### src/rtl/alu8_seq.sv
// alu8_seq: runs an 8-bit operation as two nibble passes through a shared
// 4-bit combinational alu, chaining the low-nibble carry for arithmetic ops.
module alu8_seq (
    input  logic       clk,
    input  logic       reset,
    input  logic       start,
    input  logic [2:0] op,
    input  logic [7:0] a,
    input  logic [7:0] b,
    input  logic       cin,
    output logic       busy,
    output logic       done,
    output logic [7:0] result,
    output logic       zero,
    output logic       carry,
    output logic       sign,
    output logic [3:0] alu_a,
    output logic [3:0] alu_b,
    output logic       alu_cin,
    output logic [2:0] alu_op,
    input  logic [3:0] alu_r,
    input  logic       alu_carry
);

    localparam int unsigned DATA_W = 8;
    localparam int unsigned NIB_W  = 4;
    localparam int unsigned OP_W   = 3;

    typedef enum logic [1:0] {
        S_IDLE = 2'd0,
        S_LOW  = 2'd1,
        S_HIGH = 2'd2,
        S_DONE = 2'd3
    } state_t;

    state_t state, state_next;

    logic [DATA_W-1:0] a_q, b_q;
    logic              cin_q;
    logic [OP_W-1:0]   op_q;
    logic [NIB_W-1:0]  lo_q;
    logic              c_lo_q;
    logic [DATA_W-1:0] result_next;

    assign result_next = {alu_r, lo_q};

    // State register.
    always_ff @(posedge clk or posedge reset) begin
        if (reset) begin
            state <= S_IDLE;
        end else begin
            state <= state_next;
        end
    end

    // Next-state logic and state-decoded alu drive, busy and done.
    always_comb begin
        state_next = state;
        busy       = 1'b0;
        done       = 1'b0;
        alu_a      = '0;
        alu_b      = '0;
        alu_cin    = 1'b0;
        alu_op     = '0;
        case (state)
            S_IDLE: begin
                if (start) begin
                    state_next = S_LOW;
                end
            end
            S_LOW: begin
                busy       = 1'b1;
                alu_a      = a_q[NIB_W-1:0];
                alu_b      = b_q[NIB_W-1:0];
                alu_cin    = cin_q;
                alu_op     = op_q;
                state_next = S_HIGH;
            end
            S_HIGH: begin
                busy       = 1'b1;
                alu_a      = a_q[DATA_W-1:NIB_W];
                alu_b      = b_q[DATA_W-1:NIB_W];
                alu_cin    = op_q[2] ? 1'b0 : c_lo_q;
                alu_op     = op_q;
                state_next = S_DONE;
            end
            S_DONE: begin
                busy       = 1'b1;
                done       = 1'b1;
                state_next = S_IDLE;
            end
            default: begin
                state_next = S_IDLE;
            end
        endcase
    end

    // Request latch, low-nibble capture and 8-bit result/flag assembly.
    always_ff @(posedge clk or posedge reset) begin
        if (reset) begin
            a_q    <= '0;
            b_q    <= '0;
            cin_q  <= 1'b0;
            op_q   <= '0;
            lo_q   <= '0;
            c_lo_q <= 1'b0;
            result <= '0;
            zero   <= 1'b0;
            carry  <= 1'b0;
            sign   <= 1'b0;
        end else begin
            case (state)
                S_IDLE: begin
                    if (start) begin
                        a_q   <= a;
                        b_q   <= b;
                        cin_q <= cin;
                        op_q  <= op;
                    end
                end
                S_LOW: begin
                    lo_q   <= alu_r;
                    c_lo_q <= alu_carry;
                end
                S_HIGH: begin
                    result <= result_next;
                    zero   <= (result_next == 8'h00);
                    carry  <= op_q[2] ? 1'b0 : alu_carry;
                    sign   <= alu_r[NIB_W-1];
                end
                default: begin
                end
            endcase
        end
    end

endmodule
### config.mk
export PLATFORM = sky130hd
export DESIGN_NAME = alu8_seq
export DESIGN_NICKNAME = d
export VERILOG_FILES = /design/src/rtl/alu8_seq.sv
export SDC_FILE = /design/constraint.sdc
export NUM_CORES = 1
export LEC_CHECK = 0
export BUFFER_PORTS_ARGS = -buffer_cell sky130_fd_sc_hd__buf_2
export CAP_MARGIN = 20
export CORE_MARGIN = 2
export CORE_UTILIZATION = 47
export CTS_CLUSTER_SIZE = 30
export DETAILED_ROUTE_END_ITERATION = 10
export GPL_TIMING_DRIVEN = 0
export PLACE_DENSITY = 0.77
export REMOVE_ABC_BUFFERS = 1
export SLEW_MARGIN = 20
export SYNTH_ARGS = -nofsm -noshare
export SYNTH_HDL_FRONTEND = slang
export SYNTH_SLANG_ARGS = --single-unit
### constraint.sdc
create_clock -name clk -period 2.6 [get_ports clk]
set_clock_uncertainty 0.05 [all_clocks]
set_input_delay 0.52 -clock clk [delete_from_list [all_inputs] [get_ports clk]]
set_output_delay 0.52 -clock clk [all_outputs]
set_load 0.01 [all_outputs]
==> metrics <==
pwr/cell area between 1000 and 1500 mW/mm^2; fmax approximately 410 MHz; endpoint class of the critical path output port; Crit path arrival time approximately 1.9 ns; Area Overhead vs Synth 21.2%; RR Endpoint a_q[3]$_DFFE_PP0P_; TritonCTS clock tree yes; Overall Power 2.75 mW; Die Span X 64.6 microns; slew margin rel. between 40 and 50%; simple-gate area share of the yosys netlist 7.33%; overall routing resource usage between 15 and 20%; antenna-violating nets left 0; die area approximately 0.0042 sq mm; CP max-delay cell dfrtp_1; TritonCTS Buffers 5; final core utilization between 50% and 60%; Hold WS 0.322 ns; initial antenna violation count 0; ys async rst share 100%; Via Count between 1000 and 1500; Vias/cell 4.88; Compound-Gate Fraction of Synth Area under 10%; combinational family with the most area after synthesis multiplexers; Detailed Place HPWL ~2.5 mm; Final Cycle Share between 90% and 100%; post-synthesis register bit count 37; xor and xnor area share after synthesis 0%; Hold Path Class in -> async; Final Max Tran Viols 0; mux share of post-synthesis cell area between 20% and 30%; Crit. Startpoint state[0]$_DFFE_PP0P_; initial drt markers around 60; number of buffers and inverters on the critical path 2; CP cell instances inv_1 > ha_2 > nand3b_1 > a21boi_0 > buf_2; Cells after Synth 120; WL final around 3.4 mm; reg2reg start state[0]$_DFFE_PP0P_; Worst Setup Start Kind flop; crit path kind reg -> out; Setup TNS 0 ns; largest net degree at the start of global routing 38; Cell Area, Synth about 0.0017 sq mm; hold_buf cts 0; Clk Latency, worst-skew pair 0.28 ns; Reg2Reg Depth 4; Placed Cells 214; Fin. Hold Viols 0; Top delay family on crit path flip-flops; CP peak stage delay 0.42 ns; Bufs on Longest Clock Path 2; CTS HTree Levels 2; final non-filler cell total 221; Reg clk slew, reported paths about 0.07 ns; pre-CTS WS 0.374 ns; dpl cell area 0.00200 sq mm; FP Rows 22; post-synth top area share a little over half; Final Worst Setup Slack between 0.1 and 0.15 ns; Leak between 1 and 1.5 nW; yosys synthesis warning count 0; Sequential Area a little over 900 sq um; Residual DRC 0; GPL Wtd Cong 0.816; Area contributors post-synth dfrtp_1 (54%), mux2_4 (17%), mux2_2 (9.1%); first-pass GRT wire length 5.64 mm; Slew @ Worst Pin 0.760 ns; NumNets Final approximately 200; Synth area leader dfrtp_1; initial cell density of the core between 40 and 50%; Top FF cell, synth dfrtp_1; Mean Syn Cell Area 14.4 sq um; Antenna diodes 0; EDFF count, synth 0; most common cell in the netlist dfrtp_1; worst-path maximum fanout 15; Synth top cells by count dfrtp_1 (37), mux2_4 (20), mux2_2 (14); critical path required time 2.03 ns; area of the multi-input gates approximately 740 sq um; clock sinks 37; Peak VDD IR approximately 440 uV; Post-CTS Setup Inserts 0; Detailed Routing Iterations Pass 1 4; minimum clock period after layout between 2 and 2.5 ns; Die Height ~65 microns; core area roughly 0.0036 sq mm; grt ovf 0; sequential fraction of the synthesis area between 50% and 60%; Cell variety after synth 22; RSZ-0062 raised after global routing false; share of layout cells above drive strength 1 between 50 and 60%; Clock Tree Root clkbuf_8; Adder-Cell Fraction of Synth Area between 3 and 4%; status completed; Max Cap Viol 0; reg2reg setup slack 0.75 ns; fill count between 300 and 400; vias in the first global route around 1200; Final Setup Violations 0; Boundary Pins 53; number of port buffers 52; Design Area, Final around 0.0021 sq mm; Avg WL per Cell roughly 16 microns
## area by class of cell
cell class | count | area share [%]
multi-input cells | 72 | 35.3
well taps | 48 | 2.87
repair buffers | 52 | 12.5
flip-flops and latches | 37 | 44.3
clock buffers | 7 | 4.13
inverters | 5 | 0.898
## logic make-up after synthesis
family	Yosys count
AOI/OAI and AO/OA	12
adders and majority gates	5
buffers and inverters	11
DFF	37
muxes	34
and+or+nand+nor	21
## repair_timing
action | CTS | global route
setup endpoints to repair | 1 | 4
pin swaps | 0 | 0
resized for setup | 1 | 1
hold endpoints to repair | 0 | 0
## worst max path at each step
stage	end	slack, ns	cells past startpoint
after floorplan	alu_cin	0.70	4
after global placement	alu_b[3]	0.53	5
after detailed placement	alu_cin	0.37	5
after CTS	alu_cin	0.06	5
after global routing	alu_cin	0.1	5
final	alu_cin	0.13	5
## cell usage in the layout, fill, tap and decap left out, types with 3 or more instances in the layout
| cell | synthesis | layout |
|---|---|---|
| inv_1 | 5 | 4 |
| nor2b_1 | 9 | 9 |
| dfrtp_1 | 37 | 37 |
| a22oi_1 | 8 | 8 |
| mux2_2 | 14 | 14 |
| buf_2 | 1 | 52 |
| and2_1 | 3 | 3 |
| mux2_4 | 20 | 20 |
| ha_1 | 5 | 3 |
| clkbuf_8 | 0 | 6 |
## flip-flops by register name, summed over array words and instances (netlist names)
signal and count:
a_q 8, carry 1, op_q 3, cin_q 1, zero 1, state 2
c_lo_q 1, result 8, b_q 8, lo_q 4
## worst register-to-register path, delay by kind of cell (launching register included)
family | cells | cell delay (ns)
multiplexers | 1 | 0.46
flip-flops | 1 | 0.42
AND/OR/NAND/NOR | 1 | 0.42
adder cells (fa/ha/maj) | 1 | 0.25
buffers and inverters | 1 | 0.13
## per-layer routing
metal	vias to the layer above	wire (microns)	track usage, %
met5	-	0	0
met4	0	119	9.57
met3	10	131	5.56
met2	33	1770	30.3
met1	518	1410	21.4
li1	517	-	-
## power breakdown
part / internal, mW / switching, mW / total [mW]
Clock: 0.210 / 0.188 / 0.399
Sequential: 0.869 / 0.180 / 1.05
Combinational: 0.733 / 0.569 / 1.30
No activity file was read; power rests on OpenSTA's default activity.
